$ cat config.mk
export PLATFORM = sky130hd
export DESIGN_NAME = rps_match_ctrl_flat
export DESIGN_NICKNAME = d
export VERILOG_FILES = /design/src/rtl/rps_match_ctrl_if.sv /design/src/rtl/rps_match_ctrl.sv /design/src/flat_wrapper.sv
export SDC_FILE = /design/constraint.sdc
export NUM_CORES = 1
export LEC_CHECK = 0
export ABC_AREA = 1
export CAP_MARGIN = 30
export CORE_MARGIN = 2
export CORE_UTILIZATION = 40
export DETAILED_ROUTE_END_ITERATION = 12
export MAX_ROUTING_LAYER = met4
export PLACE_DENSITY = 0.76
export REMOVE_ABC_BUFFERS = 1
export SYNTH_ARGS = -nofsm -noshare
export SYNTH_HDL_FRONTEND = slang
export SYNTH_SLANG_ARGS = --single-unit
$ cat constraint.sdc
create_clock -name clk -period 2 [get_ports clk]
set_input_delay 0.5 -clock clk [delete_from_list [all_inputs] [get_ports clk]]
set_output_delay 0.5 -clock clk [all_outputs]
set_load 0.05 [all_outputs]
$ cat src/rtl/rps_match_ctrl_if.sv
// -----------------------------------------------------------------------------
// rps_match_ctrl_if
//   Player move handshake bundle between the two player front-ends and the
//   rock-paper-scissors match controller.
//
//   a_valid / a_move / a_ready : player A move offer (one-hot 100/010/001)
//   b_valid / b_move / b_ready : player B move offer (same encoding)
//
//   master : player side (drives valid/move, observes ready)
//   slave  : controller side (observes valid/move, drives ready)
// -----------------------------------------------------------------------------
interface rps_match_ctrl_if;
  logic       a_valid;
  logic [2:0] a_move;
  logic       a_ready;
  logic       b_valid;
  logic [2:0] b_move;
  logic       b_ready;

  modport master (
    output a_valid, a_move, b_valid, b_move,
    input  a_ready, b_ready
  );

  modport slave (
    input  a_valid, a_move, b_valid, b_move,
    output a_ready, b_ready
  );
endinterface

$ cat src/rtl/rps_match_ctrl.sv
// -----------------------------------------------------------------------------
// rps_match_ctrl
//   Match sequencer for the rock-paper-scissors datapath. Collects one move per
//   player per round, judges the round, keeps running scores and ends the match
//   when a player reaches WIN_TARGET round wins. A player that does not offer a
//   move within TIMEOUT collect cycles forfeits the round.
//
// Ports
//   clk           rising-edge clock
//   rst_n         asynchronous active-low reset
//   start         begin a new match (honoured in IDLE or DONE only)
//   p             player move handshakes (slave side)
//   round_done    one-cycle pulse when a round has been judged
//   round_result  [1]=A won, [0]=B won, 00=tie; held until next round_done
//   score_a/b     round wins of each player in the current match
//   busy          match in progress (COLLECT/JUDGE/REPORT)
//   match_done    high while in DONE
//   winner        10=A, 01=B while match_done, else 00
// -----------------------------------------------------------------------------
module rps_match_ctrl #(
  parameter int WIN_TARGET = 3,
  parameter int SCORE_W    = 3,
  parameter int TIMEOUT    = 15
) (
  input  logic               clk,
  input  logic               rst_n,
  input  logic               start,
  rps_match_ctrl_if.slave    p,
  output logic               round_done,
  output logic [1:0]         round_result,
  output logic [SCORE_W-1:0] score_a,
  output logic [SCORE_W-1:0] score_b,
  output logic               busy,
  output logic               match_done,
  output logic [1:0]         winner
);

  localparam int CNT_W = $clog2(TIMEOUT + 1);
  localparam logic [SCORE_W-1:0] TARGET = SCORE_W'(WIN_TARGET);

  typedef enum logic [2:0] {
    S_IDLE, S_COLLECT, S_JUDGE, S_REPORT, S_DONE
  } state_t;

  state_t             state, state_nxt;
  logic               a_have, b_have;
  logic [2:0]         a_mv, b_mv;
  logic [CNT_W-1:0]   tcnt;

  logic a_take, b_take, expired, clear_match;
  logic [1:0] verdict;

  // A move beats another only for the three canonical one-hot pairs.
  function automatic logic beats(input logic [2:0] x, input logic [2:0] y);
    return (x == 3'b100 && y == 3'b001) ||
           (x == 3'b010 && y == 3'b100) ||
           (x == 3'b001 && y == 3'b010);
  endfunction

  function automatic logic one_hot3(input logic [2:0] m);
    return (m == 3'b100) || (m == 3'b010) || (m == 3'b001);
  endfunction

  // A missing move (flag clear) is treated the same as a malformed one.
  function automatic logic [1:0] judge(input logic a_ok, input logic [2:0] a,
                                       input logic b_ok, input logic [2:0] b);
    if (a_ok && b_ok) return {beats(a, b), beats(b, a)};
    else if (a_ok)    return 2'b10;
    else if (b_ok)    return 2'b01;
    else              return 2'b00;
  endfunction

  assign p.a_ready = (state == S_COLLECT) && !a_have;
  assign p.b_ready = (state == S_COLLECT) && !b_have;

  assign a_take      = p.a_valid && p.a_ready;
  assign b_take      = p.b_valid && p.b_ready;
  assign expired     = (tcnt == CNT_W'(TIMEOUT - 1));
  assign clear_match = start && (state == S_IDLE || state == S_DONE);
  assign verdict     = judge(a_have && one_hot3(a_mv), a_mv,
                             b_have && one_hot3(b_mv), b_mv);

  assign round_done = (state == S_REPORT);
  assign busy       = (state == S_COLLECT) || (state == S_JUDGE) || (state == S_REPORT);
  assign match_done = (state == S_DONE);
  assign winner     = match_done ? {score_a == TARGET, score_b == TARGET} : 2'b00;

  // NOTE: sequential state uses non-blocking (<=) so every register samples
  // pre-edge values; blocking here would create order-dependent races.
  always_ff @(posedge clk or negedge rst_n) begin
    if (!rst_n) state <= S_IDLE;
    else        state <= state_nxt;
  end

  // NOTE: state_nxt gets its default first so no path leaves it unassigned,
  // which would otherwise infer a latch.
  always_comb begin
    state_nxt = state;
    unique case (state)
      S_IDLE:    if (start) state_nxt = S_COLLECT;
      S_COLLECT: if (((a_have || a_take) && (b_have || b_take)) || expired)
                   state_nxt = S_JUDGE;
      S_JUDGE:   state_nxt = S_REPORT;
      S_REPORT:  state_nxt = (score_a == TARGET || score_b == TARGET) ? S_DONE : S_COLLECT;
      S_DONE:    if (start) state_nxt = S_COLLECT;
      default:   state_nxt = S_IDLE;
    endcase
  end

  always_ff @(posedge clk or negedge rst_n) begin
    if (!rst_n) begin
      a_have       <= 1'b0;
      b_have       <= 1'b0;
      a_mv         <= '0;
      b_mv         <= '0;
      tcnt         <= '0;
      score_a      <= '0;
      score_b      <= '0;
      round_result <= '0;
    end else if (clear_match) begin
      a_have       <= 1'b0;
      b_have       <= 1'b0;
      tcnt         <= '0;
      score_a      <= '0;
      score_b      <= '0;
      round_result <= '0;
    end else begin
      case (state)
        S_COLLECT: begin
          if (a_take) begin
            a_have <= 1'b1;
            a_mv   <= p.a_move;
          end
          if (b_take) begin
            b_have <= 1'b1;
            b_mv   <= p.b_move;
          end
          tcnt <= tcnt + CNT_W'(1);
        end
        S_JUDGE: begin
          round_result <= verdict;
          if (verdict[1] && score_a != TARGET) score_a <= score_a + SCORE_W'(1);
          if (verdict[0] && score_b != TARGET) score_b <= score_b + SCORE_W'(1);
        end
        S_REPORT: begin
          a_have <= 1'b0;
          b_have <= 1'b0;
          tcnt   <= '0;
        end
        default: ;
      endcase
    end
  end

endmodule

$ cat src/flat_wrapper.sv
// flat-port wrapper written by rule: the top's interface ports become plain ports
module rps_match_ctrl_flat 
#(
  parameter int WIN_TARGET = 3,
  parameter int SCORE_W    = 3,
  parameter int TIMEOUT    = 15
)
  (clk, rst_n, start, round_done, round_result, score_a, score_b, busy, match_done, winner, p_a_valid, p_a_move, p_b_valid, p_b_move, p_a_ready, p_b_ready);
  rps_match_ctrl_if p_i ();
  input  logic clk;
  input  logic rst_n;
  input  logic start;
  output logic round_done;
  output logic [1:0] round_result;
  output logic [SCORE_W-1:0] score_a;
  output logic [SCORE_W-1:0] score_b;
  output logic busy;
  output logic match_done;
  output logic [1:0] winner;
  input wire logic [$bits(p_i.a_valid)-1:0] p_a_valid;
  input wire logic [$bits(p_i.a_move)-1:0] p_a_move;
  input wire logic [$bits(p_i.b_valid)-1:0] p_b_valid;
  input wire logic [$bits(p_i.b_move)-1:0] p_b_move;
  output wire logic [$bits(p_i.a_ready)-1:0] p_a_ready;
  output wire logic [$bits(p_i.b_ready)-1:0] p_b_ready;
  assign p_i.a_valid = p_a_valid;
  assign p_i.a_move = p_a_move;
  assign p_i.b_valid = p_b_valid;
  assign p_i.b_move = p_b_move;
  assign p_a_ready = p_i.a_ready;
  assign p_b_ready = p_i.b_ready;
  rps_match_ctrl #(.WIN_TARGET(WIN_TARGET), .SCORE_W(SCORE_W), .TIMEOUT(TIMEOUT)) u_core (.clk(clk), .rst_n(rst_n), .start(start), .p(p_i), .round_done(round_done), .round_result(round_result), .score_a(score_a), .score_b(score_b), .busy(busy), .match_done(match_done), .winner(winner));
endmodule
---- Yosys cells after proc, flatten, opt, wreduce, memory -nomap -nowiden ----
Index checks and enable logic that the tools add are counted.
word-level totals
  output and inout port bits .............. 15
  bits in registers ....................... 23
  input bits .............................. 11
  logic and storage cells ................. 103
operators by class
  equality and inequality tests ........... 19
  multiplexer cells ....................... 24
  add/sub/neg operators ................... 3
  bitwise logic cells ..................... 1
  reduce and logical (&&, ||, !) cells .... 47
operator list
  kind                                                                      number
  3-bit two-way mux                                                         9
  3-bit by 2-bit equality test with 1-bit output (second input constant)    6
  1-bit logical AND                                                         17
  1-bit logical OR                                                          15
  3-bit case mux with 4 select lines                                        1
  2-bit two-way mux                                                         5
  2-bit AND reduction                                                       5
  3-bit by 1-bit equality test with 1-bit output (second input constant)    3
  3-bit equality test (second input constant)                               3
  4-bit case mux with 2 select lines                                        1
  3-bit by 1-bit adder with 3-bit output (second input constant)            2
  3-bit by 1-bit inequality test with 1-bit output (second input constant)  2
  3-bit by 2-bit inequality test with 1-bit output (second input constant)  2
  3-bit AND reduction                                                       2
  2-bit nonzero test                                                        3
  1-bit two-way mux                                                         5
  4-bit by 1-bit adder with 4-bit output (second input constant)            1
  4-bit equality test (second input constant)                               1
  4-bit two-way mux                                                         1
  1-bit case mux with 2 select lines                                        2
  3-bit logical NOT                                                         1
  3-bit nonzero test                                                        1
  1-bit logical NOT                                                         2
  2-bit by 1-bit inequality test with 1-bit output (second input constant)  1
  other kinds (3)                                                           3

---- Depth between registers and ports, before layout ----
  depth in word-level cells ............... 11
  mapped depth ............................ 10
  depth with buffers taken out ............ 10

---- Worst setup path before layout ----
No wires, ideal clock.
  path type ............................... register to output
  start ................................... reg u_core.state[2]
  end ..................................... out round_done
  required time ........................... 1500 ps
  arrival time ............................ 1655 ps
  setup slack ............................. -155 ps
  stages on the path, launching flop included .. 2
  path through ............................ dfrtp_1 nor3_1
between the ends
  longest elaborated chain between the ends .. 1
RTL lines
  element                                         RTL line              RTL
  start, declared                                 rps_match_ctrl.sv:45  state_t state, state_nxt;
  start signal, assigned                          rps_match_ctrl.sv:92  else state <= state_nxt;
  3-bit by 2-bit equality test with 1-bit output  rps_match_ctrl.sv:83  assign round_done = (state == S_REPORT);
  end, declared                                   flat_wrapper.sv:13    output logic round_done;
Every way passes these cells.

---- Final worst setup path ----
  start ................................... reg u_core.score_b[0]
  end ..................................... out winner[0]
between the ends
  longest elaborated chain between the ends .. 2
RTL lines
  element                                         RTL line               RTL
  start, declared                                 rps_match_ctrl.sv:32   output logic [SCORE_W-1:0] score_b,
  start signal, assigned                          rps_match_ctrl.sv:143  if (verdict[0] && score_b != TARGET) score_b <= score_b + SCORE_W'(1);
  3-bit by 2-bit equality test with 1-bit output  rps_match_ctrl.sv:86   assign winner = match_done ? {score_a == TARGET, score_b == TARGET} : 2'b00;
  2-bit two-way mux                               rps_match_ctrl.sv:86
  end, declared                                   flat_wrapper.sv:19     output logic [1:0] winner;
Every way passes these cells.

==> summary.md <==
| Metric | Value |
|---|---|
| Status | finished, final reports clean |
| Final core occ | 55.5% |
| Leak | 0.965 nW |
| VDD IR max | 570 µV |
| Wire length per cell | 11.8 µm |
| Antenna Cells | 0 |
| Clk buf depth | 2 |
| Least-Margin Pin Slew | 0.331 ns |
| Largest net degree at the start of global routing | 24 |
| Unrepaired setup endpoints after global routing | no |
| Port Buf Inserts | 25 |
| Cell chosen for the clock root | clkbuf_4 |
| Clock latency on the worst-skew pair | 0.31 ns |
| Growth of design area from synthesis to finish | 34.1% |
| Register area share after synthesis | 41.7% |
| Num CTS Buffers | 3 |
| Final #Nets | 235 |
| Met3 Use GR | 2.34% |
| CP max FO | 3 |
| Antenna violations before repair | 0 |
| Via Count | 1,294 |
| Setup TNS | 0 ns |
| Place WS | 0.284 ns |
| First-pass GRT wire length | 5220 µm |
| Cells after Synth | 181 |
| Max Cap Viol | 0 |
| Synth cell types | 26 |
| Worst clock skew | 0.00820 ns |
| CTS H-tree depth | 1 |
| Gp weighted congestion | 0.838 |
| Logic gate share of total power | 59.5% |
| Critical path required time | 1.50 ns |
| Flop pwr share | 31.9% |
| Switching pwr | 1.25 mW |
| Starting Density | 41.4% |
| GR peak layer | met2 |
| Sw Share | 49.7% |
| Slew margin rel. | 77.8% |
| Fill count | 314 |
| CTS tree | done |
| Total Routing Usage GR | 16.8% |
| Post-Syn Area | 1380 µm² |
| Die H | 62.8 µm |
| Worst hold margin | 0.528 ns |
| Row count | 21 |
| FMAX | 0.512 GHz |
| Power density over cell area | 1360 nW/µm² |
| CP Launch Type | flop |
| Area post-placement | 1760 µm² |
| Initial DRC count | 58 |
| Critical Path Sink Type | primary output |
| Design area | 1850 µm² |
| Number of global-route vias before repair | 1,272 |
| Top-area cell type share of the netlist area | 41.7% |
| Clock power frac | 8.6% |
| Drt drc | 0 |
| Die width | 62.8 µm |
| Fraction of layout cells with a size suffix above 1 | 24.0% |
| Met1 usage | 21.2% |
| R2R Setup Slk | 0.42 ns |
| Clk slew on worst S/H paths | 0.13 ns |
| Clock Sinks | 23 |
| First-pass DRT Iterations | 5 |
| Post-route ant nets | 0 |
| Int Pwr | 1.27 mW |
| Largest cells by area after synthesis | dfrtp_1 42%, nand2_1 9.8%, nand3_1 8.3% |
| Drt via density | 4.92 |
| Grt met2 use | 27.7% |
| Fin. Hold Viols | 0 |
| CP Class | flop to primary output |
| Hold buffers post-CTS | 0 |
| Worst Path Arrival | 1.45 ns |
| DP HPWL | 2280 µm |
| Most frequent cells in the layout | 36 x nand2_1, 26 x inv_1, 23 x nand3_1 |
| Post-synth top area cell | dfrtp_1 |
| IO Pins | 26 |
| Yosys reg bits | 23 |
| Die footprint | 3940 µm² |
| Core Footprint | 3340 µm² |
| Final Cycle Share | 97.7% |
| Final worst-path setup slack | 0.0465 ns |
| Syn avg cell area | 7.63 µm² |
| Commonest non-fill, non-tap cell in the layout | nand2_1 |
| Worst hold path type | primary input to asynchronous set/reset pin |
| Final Max Slew Viols | 0 |
| Final setup fails | 0 |
| Fin crit period | 1.95 ns |
| Synth Warn # | 0 |
| Routed WL | 3090 µm |
| GRT overflow | 0 |
## cell families (layout without fill, tap and decap cells)
logic type | Yosys count | count (layout) | share of synthesized area (%)
and+or+nand+nor | 103 | 103 | 37.2
adders and majority gates | 6 | 6 | 5.43
AOI/OAI and AO/OA | 17 | 17 | 6.61
xor gates and xnor gates | 1 | 1 | 0.634
buffers and inverters | 31 | 67 | 8.42
DFF | 23 | 23 | 41.7
## cell usage after synthesis (all sizes together)
library cell and count:
inv 30, ha 6, dfrtp 23, nand3 24, nand4 4, nor2 26, a21oi 6, nor3 4
or4 1, o21ai 10, nand2 39, and3 3, clkbuf 1, nand3b 2, xor2 1, a211oi 1
## registers in the layout, summed over array words and instances (netlist names), 2 cells and up
register             count
u_core.a_mv              3
u_core.b_mv              3
u_core.score_a           3
u_core.tcnt              4
u_core.state             3
u_core.round_result      2
u_core.score_b           3
## repair_timing
| action | CTS | global route |
|---|---|---|
| gates resized for setup | 2 | 8 |
| pin swaps | 0 | 1 |
| endpoints found under the setup margin | 2 | 4 |
| buffers inserted | 3 | 2 |
| endpoints found under the hold margin | 0 | 0 |
## final timing paths
check,from,end,cells after the start
setup / recovery,u_core.score_b[0]$_DFFE_PN0P_,winner[0],4
hold / removal,rst_n,u_core.round_result[1]$_DFFE_PN0P_,2
setup reg to reg,u_core.state[0]$_DFFE_PN0P_,u_core.score_a[1]$_DFFE_PN0P_,6
hold reg to reg,u_core.round_result[1]$_DFFE_PN0P_,u_core.round_result[1]$_DFFE_PN0P_,2
max in group asynchronous,rst_n,u_core.state[2]$_DFFE_PN0P_,2
min in group clk,u_core.round_result[1]$_DFFE_PN0P_,u_core.round_result[1]$_DFFE_PN0P_,2
## critical path, cell delays in order (launching register included)
cell and delay (ns):
dfrtp_1 0.41, ha_1 0.21, ha_2 0.20, and3_4 0.19
buf_12 0.14
## per-stage QoR
| step | std cells | total power [mW] |
|---|---|---|
| 2_1_floorplan | 180 | 1.75 |
| 3_3_place_gp | 254 | 2.20 |
| 3_5_place_dp | 254 | 2.23 |
| 4_1_cts | 261 | 2.49 |
| 5_1_grt | 263 | 2.72 |
| 6_report | 263 | 2.52 |
## layer usage
metal  part of all wire, %  wire length [µm]
met4                  0.94                29
met3                   2.6                80
met2                    50              1540
met1                    47              1450
met5                     0                 0
## final cells by class
class	count	area [µm²]	share of cell area (%)
multi-input cells	127	717	38.7
flip-flops and latches	23	578	31.2
repair buffers	33	360	19.5
inverters	30	113	6.08
well taps	46	57.6	3.11
clock buffers	4	26.3	1.42
## power by group through the flow
stage               clock, mW  combinational (mW)  sequential, mW
global route            0.244                1.65           0.830
global placement            0                1.40           0.802
floorplan                   0               0.873           0.874
finish                  0.216                1.50           0.804
detailed placement          0                1.43           0.806
CTS                     0.223                1.48           0.787
No activity file was read; power rests on OpenSTA's default activity.
